===== src/rtl/dfe_tone_pkg.sv =====
// Shared constants, FSM state type and quarter-wave table generator for interferer_tone_gen.
package dfe_tone_pkg;

    localparam int NUM_TONES = 3;

    // Increments for a 24-bit accumulator at an 18 MHz sample rate
    localparam logic [23:0] INC_1M  = 24'd932068;
    localparam logic [23:0] INC_2M4 = 24'd2236962;
    localparam logic [23:0] INC_2M  = 24'd1864135;
    localparam logic [NUM_TONES-1:0][23:0] TONE_INC = {INC_2M, INC_2M4, INC_1M};

    localparam int TONE_AMP = 8191;

    localparam logic [15:0] LFSR_SEED = 16'hACE1;
    localparam logic [15:0] LFSR_TAPS = 16'hB400;

    typedef enum logic [1:0] {ST_IDLE, ST_RUN, ST_FLUSH} state_t;

    localparam longint PI_Q30 = 64'sd3373259426;

    // round(TONE_AMP * sin((2*idx+1)*pi/(4*2^aw))) via a Q30 Taylor series, elaboration only
    function automatic int lut_entry(input int idx, input int aw);
        longint x, x2, term, acc;
        x    = longint'(2 * idx + 1) * PI_Q30 / (longint'(4) << aw);
        x2   = (x * x) >>> 30;
        term = x;
        acc  = x;
        for (int k = 1; k <= 10; k++) begin
            term = -((term * x2) >>> 30) / longint'((2 * k) * (2 * k + 1));
            acc  = acc + term;
        end
        return int'((acc * longint'(TONE_AMP) + (longint'(1) << 29)) >>> 30);
    endfunction

endpackage


===== src/rtl/quarter_wave_sin_lut.sv =====
// Registered quarter-wave sine ROM; the table is built at elaboration from dfe_tone_pkg::lut_entry.
module quarter_wave_sin_lut
    import dfe_tone_pkg::*;
#(
    parameter int DATA_WIDTH = 16,
    parameter int LUT_AW     = 8
) (
    input  logic                         clk,
    input  logic                         rst,
    input  logic [LUT_AW-1:0]            addr,
    output logic signed [DATA_WIDTH-1:0] data
);

    logic signed [DATA_WIDTH-1:0] rom [2**LUT_AW];

    for (genvar g = 0; g < 2**LUT_AW; g++) begin : g_rom
        localparam logic signed [DATA_WIDTH-1:0] VAL = DATA_WIDTH'(lut_entry(g, LUT_AW));
        assign rom[g] = VAL;
    end

    always_ff @(posedge clk) begin
        if (rst) data <= '0;
        else     data <= rom[addr];
    end

endmodule


===== src/rtl/interferer_tone_gen.sv =====
// Three-tone CW interferer injector: x_in plus masked tones, 3-stage pipeline, saturated output.
// Optional INJ_DITHER_EN adds a per-sample LFSR LSB to the pre-saturation sum.
module interferer_tone_gen
    import dfe_tone_pkg::*;
#(
    parameter int DATA_WIDTH  = 16,
    parameter int PHASE_WIDTH = 24,
    parameter int LUT_AW      = 8
) (
    input  logic                         clk,
    input  logic                         rst,
    input  logic                         start,
    input  logic                         stop,
    input  logic [2:0]                   tone_mask,
    input  logic [15:0]                  burst_len,
    input  logic signed [DATA_WIDTH-1:0] x_in,
    output logic signed [DATA_WIDTH-1:0] y_out,
    output logic                         tone_on,
    output logic                         busy,
    output logic                         done
);

    localparam int STAGES = 3;
    localparam int SW     = DATA_WIDTH + 2;
    localparam logic signed [SW-1:0] SAT_MAX = {3'b000, {(DATA_WIDTH-1){1'b1}}};
    localparam logic signed [SW-1:0] SAT_MIN = {3'b111, {(DATA_WIDTH-1){1'b0}}};

    state_t state, state_nxt;
    logic   flush_cnt;
    logic   accept, issue, last;

    logic [NUM_TONES-1:0]                  mask_q;
    logic [15:0]                           len_q, cnt;
    logic [NUM_TONES-1:0][PHASE_WIDTH-1:0] acc;

    logic [STAGES:1]                       vld_pipe, last_pipe;
    logic [NUM_TONES-1:0][LUT_AW-1:0]      idx_s1;
    logic [NUM_TONES-1:0]                  neg_s1, en_s1, neg_s2, en_s2;
    logic signed [DATA_WIDTH-1:0]          x_d1, x_d2;
    logic signed [DATA_WIDTH-1:0]          lut_q    [NUM_TONES];
    logic signed [DATA_WIDTH-1:0]          tone_val [NUM_TONES];
    logic signed [SW-1:0]                  sum;
    logic signed [DATA_WIDTH-1:0]          y_sat;

    always_ff @(posedge clk) begin
        if (rst) begin
            state     <= ST_IDLE;
            flush_cnt <= 1'b0;
        end else begin
            state     <= state_nxt;
            flush_cnt <= (state == ST_FLUSH) ? ~flush_cnt : 1'b0;
        end
    end

    // done blocks start for one cycle so busy stays high through the done cycle
    always_comb begin
        state_nxt = state;
        accept    = 1'b0;
        issue     = 1'b0;
        last      = 1'b0;
        unique case (state)
            ST_IDLE: if (start && !done) begin
                accept    = 1'b1;
                state_nxt = ST_RUN;
            end
            ST_RUN: begin
                issue = 1'b1;
                if (stop || (len_q != 16'd0 && cnt == len_q - 16'd1)) begin
                    last      = 1'b1;
                    state_nxt = ST_FLUSH;
                end
            end
            ST_FLUSH: if (flush_cnt) state_nxt = ST_IDLE;
            default:  state_nxt = ST_IDLE;
        endcase
    end

    always_ff @(posedge clk) begin
        if (rst) begin
            mask_q <= '0;
            len_q  <= '0;
            cnt    <= '0;
            acc    <= '0;
        end else if (accept) begin
            mask_q <= tone_mask;
            len_q  <= burst_len;
            cnt    <= '0;
            acc    <= '0;
        end else if (issue) begin
            cnt <= cnt + 16'd1;
            for (int t = 0; t < NUM_TONES; t++)
                if (mask_q[t]) acc[t] <= acc[t] + PHASE_WIDTH'(TONE_INC[t]);
        end
    end

    // S1: quadrant fold; S2: ROM read (inside the LUT instances); S3: sum and saturate
    always_ff @(posedge clk) begin
        if (rst) begin
            vld_pipe  <= '0;
            last_pipe <= '0;
            idx_s1    <= '0;
            neg_s1    <= '0;
            en_s1     <= '0;
            neg_s2    <= '0;
            en_s2     <= '0;
            x_d1      <= '0;
            x_d2      <= '0;
            y_out     <= '0;
        end else begin
            vld_pipe  <= {vld_pipe[STAGES-1:1], issue};
            last_pipe <= {last_pipe[STAGES-1:1], last};
            for (int t = 0; t < NUM_TONES; t++) begin
                idx_s1[t] <= acc[t][PHASE_WIDTH-2] ? ~acc[t][PHASE_WIDTH-3 -: LUT_AW]
                                                   :  acc[t][PHASE_WIDTH-3 -: LUT_AW];
                neg_s1[t] <= acc[t][PHASE_WIDTH-1];
                en_s1[t]  <= issue & mask_q[t];
            end
            neg_s2 <= neg_s1;
            en_s2  <= en_s1;
            x_d1   <= x_in;
            x_d2   <= x_d1;
            y_out  <= y_sat;
        end
    end

    for (genvar t = 0; t < NUM_TONES; t++) begin : g_tone
        quarter_wave_sin_lut #(
            .DATA_WIDTH (DATA_WIDTH),
            .LUT_AW     (LUT_AW)
        ) u_lut (
            .clk  (clk),
            .rst  (rst),
            .addr (idx_s1[t]),
            .data (lut_q[t])
        );
        assign tone_val[t] = en_s2[t] ? (neg_s2[t] ? -lut_q[t] : lut_q[t]) : '0;
    end

`ifdef INJ_DITHER_EN
    logic [15:0] lfsr;
    logic        dith_s1, dith_s2;

    always_ff @(posedge clk) begin
        if (rst) begin
            lfsr    <= LFSR_SEED;
            dith_s1 <= 1'b0;
            dith_s2 <= 1'b0;
        end else begin
            if (accept)     lfsr <= LFSR_SEED;
            else if (issue) lfsr <= {lfsr[14:0], ^(lfsr & LFSR_TAPS)};
            dith_s1 <= issue & lfsr[0];
            dith_s2 <= dith_s1;
        end
    end
`endif

    always_comb begin
        sum = SW'(x_d2);
        for (int t = 0; t < NUM_TONES; t++) sum = sum + SW'(tone_val[t]);
`ifdef INJ_DITHER_EN
        sum = sum + SW'(dith_s2);
`endif
        if (sum > SAT_MAX)      y_sat = DATA_WIDTH'(SAT_MAX);
        else if (sum < SAT_MIN) y_sat = DATA_WIDTH'(SAT_MIN);
        else                    y_sat = sum[DATA_WIDTH-1:0];
    end

    assign tone_on = vld_pipe[STAGES];
    assign done    = last_pipe[STAGES];
    assign busy    = (state != ST_IDLE) || done;

endmodule

===== config.mk =====
export PLATFORM = sky130hd
export DESIGN_NAME = interferer_tone_gen
export DESIGN_NICKNAME = d
export VERILOG_FILES = /design/src/rtl/dfe_tone_pkg.sv /design/src/rtl/quarter_wave_sin_lut.sv /design/src/rtl/interferer_tone_gen.sv
export SDC_FILE = /design/constraint.sdc
export NUM_CORES = 1
export LEC_CHECK = 0
export ABC_CLOCK_PERIOD_IN_PS = 12860
export CORE_UTILIZATION = 30
export DETAILED_ROUTE_END_ITERATION = 7
export PLACE_DENSITY = 0.54
export SLEW_MARGIN = 25
export SYNTH_ARGS = -nofsm -noshare
export SYNTH_HDL_FRONTEND = slang
export SYNTH_HIERARCHICAL = 1
export SYNTH_SLANG_ARGS = --single-unit

===== constraint.sdc =====
create_clock -name clk -period 12.86 [get_ports clk]
set_input_delay 1.286 -clock clk [delete_from_list [all_inputs] [get_ports clk]]
set_output_delay 1.286 -clock clk [all_outputs]
set_load 0.02 [all_outputs]

==> out/qor.yml <==
cts_buffer_depth: 3
path_class: "flop to flop"
numPortBuffers: 57
cts_buffers: 24
wl_per_cell_um: 20.04
place.gp.congestion: 1.007
first_global_vias: 20860
fmax_mhz: 183.3
status: "complete, no violations"
synth-seq-cells: 236
tightest_slew_ns: 1.122
cts_tree: "yes"
ys.flop_type: "dfxtp_1"
io_pins: 58
startpoint_type: "flop"
hold_class: "flop to flop"
slew_violations: 0
syn-instance-count: 3053
worst_ep_arrival_time_ns: 5.84
fin_skew_ns: 0.02182
tns_ns: 0
die-height_um: 273.4
ctsResizeCount: 0
grt_use_total_pct: 20.06
synth.yosys.warnings: 6
syn_to_final_growth_pct: 6.750
drive_above_1_share_pct: 5.301
post-cts-setup-buffer-count: 0
die_w_um: 273.4
cts_hold_buffers: 0
grt_remaining_overflow: 0
rows: 99
synth_top_area_share_pct: 21.38
power.density_nw_per_um2: 70.05
fin_crit_ns: 5.457
synth_most_common_cell: "nand2_1"
synthTopCellsByArea: "dfxtp_1, a21oi_1, nand2_1"
drc: 0
power.leakage_nw: 8.006
syn_area_per_cell_um2: 7.238
die-area_um2: 74740
rsz0062_at_grt: "false"
async_reset_ff_share_pct: 0
clk_latency_ns: 0.54
peakVddDrop_uv: 102.1
initial_core_util_pct: 30.29
grt_max_degree: 86
viasPerCell: 5.877
place_hpwl_mm: 53.92
hold_violations: 0
num_vias: 22830
setup_violations: 0
routed_wl_mm: 77.87
synthTopCellsByCount: "nand2_1, nor2_1, dfxtp_1"
cts_root_buf: "clkbuf_16"
cts_sinks: 236
clkTransAtPathRegs_ns: 0.07
endpoint_kind: "flop"
ant_nets: 0
final_util_pct: 32.33
ys_seq_area_share_pct: 21.38
max_cap_violations: 0
period_share_pct: 42.43
floorplan.core_area_um2: 72960
slew_headroom_pct: 24.93
grt_pass1_wl_mm: 121.9
synth_edf_count: 0
required_ns: 13.24
synth_area_um2: 22100
initialDrtViolationCount: 3051
pre_cts_ws_ns: 7.177
nNetsFinal: 3052
netlist.top_cell.by_area: "dfxtp_1"
synth_cell_types: 94
antenna_found_initial: 2
fin_ws_ns: 7.403
drt_first_pass_iters: 8
cp_max_fo: 10
h-tree-depth: 1
power breakdown:
part / total (mW) / leakage, nW / internal, mW / switching (mW)
combinational: 0.176 / 5.69 / 0.0724 / 0.104
clock: 0.710 / 0.389 / 0.406 / 0.303
sequential: 0.767 / 1.93 / 0.750 / 0.0164
total: 1.65 / 8.01 / 1.23 / 0.423
critical path: stages, from the launching register on:
cell and delay [ns]:
dfxtp_1 0.34, or3_1 0.38, or3_1 0.38, or2_2 0.31, o21ai_0 0.20, xnor2_1 0.15
nand2_1 0.11, fa_1 0.51, fa_1 0.54, inv_1 0.04, ha_1 0.34, a21oi_1 0.26
o211ai_1 0.15, nor3_2 0.23, nor3_1 0.10, nor3b_1 0.35, o21ai_0 0.15, a22oi_1 0.38
buf_2 0.27, o21ai_0 0.12
layer usage:
metal	up-vias	part of all wire, %	track usage [%]
li1	10690	-	-
met1	10440	44	28.86
met2	1411	41	29.17
met3	285	10	3.930
met4	4	4.2	7.483
met5	-	0.030	0
flip-flops by register name (all words and copies together), names as in the netlist, 16 cells and up:
signal	flops
acc	69
g_tone.u_lut/data	39
idx_s1	24
cnt	16
len_q	16
x_d1	16
x_d2	16
y_out	16
stage by stage:
step | area, um^2 | total power, mW | hold WS [ns] | instances
finish | 23590 | 1.652 | 0.4151 | 3885
global route | 23580 | 1.730 | 0.4402 | 3883
floorplan | 22120 | 0.9031 | 0.3880 | 3059
CTS | 23580 | 1.677 | 0.4133 | 3882
global placement | 22770 | 0.9589 | 0.3974 | 3838
detailed placement | 22770 | 0.9581 | 0.4037 | 3838
layout by cell type, fill, tap and decap left out, types with 12 or more instances in the layout:
cell type and n:
nand2_1 308, nor2_1 284, a21oi_1 235, dfxtp_1 224, o21ai_0 195, xnor2_1 121, inv_1 103, nor2b_1 103
nor3_1 101, nand3_1 87, nand2b_1 85, ha_1 74, xor2_1 64, clkdlybuf4s50_1 56, o211ai_1 55, a31oi_1 53
a211oi_1 51, buf_4 42, o31ai_1 37, and2_1 35, o311ai_0 35, fa_1 33, a221oi_1 27, clkbuf_16 24
a311oi_1 24, or3_1 22, nand4_1 22, o22ai_1 22, nor4_1 21, and3_1 21, a211o_1 20, o221ai_1 20
o21a_1 19, or2_2 16, a21o_1 15, a2111oi_0 12, o311ai_1 12
final timing paths:
path                                         startpoint        end  slack [ns]  cells past startpoint
worst max-delay path            g_tone[2].u_lut/data[5]   y_out[9]        7.40                     19
worst min-delay path                          flush_cnt  flush_cnt        0.42                      1
worst max register to register  g_tone[2].u_lut/data[5]   y_out[9]        7.40                     19
worst min register to register                flush_cnt  flush_cnt        0.42                      1
area by class of cell:
class	instances	area, um^2
Fill cell	7717	49370
Multi-Input combinational cell	2439	15550
Sequential cell	236	4755
Tap cell	959	1200
Timing Repair Buffer	99	880.8
Clock buffer	31	656.9
Inverter	106	397.9
Clock inverter	13	146.4
Antenna cell	2	5.005
cell families (layout without fill, tap and decap cells):
group,count (synthesis),after routing,synth area share (%)
simple gates,1165,1165,25.74
compound gates,959,959,29.22
buf+inv,384,249,8.375
flops,236,236,21.38
xor+xnor,185,185,7.333
fa+ha+maj,107,107,7.180
mux,14,14,0.7135
other cells,3,11,0.05096
(Power assumes the default switching activity.)
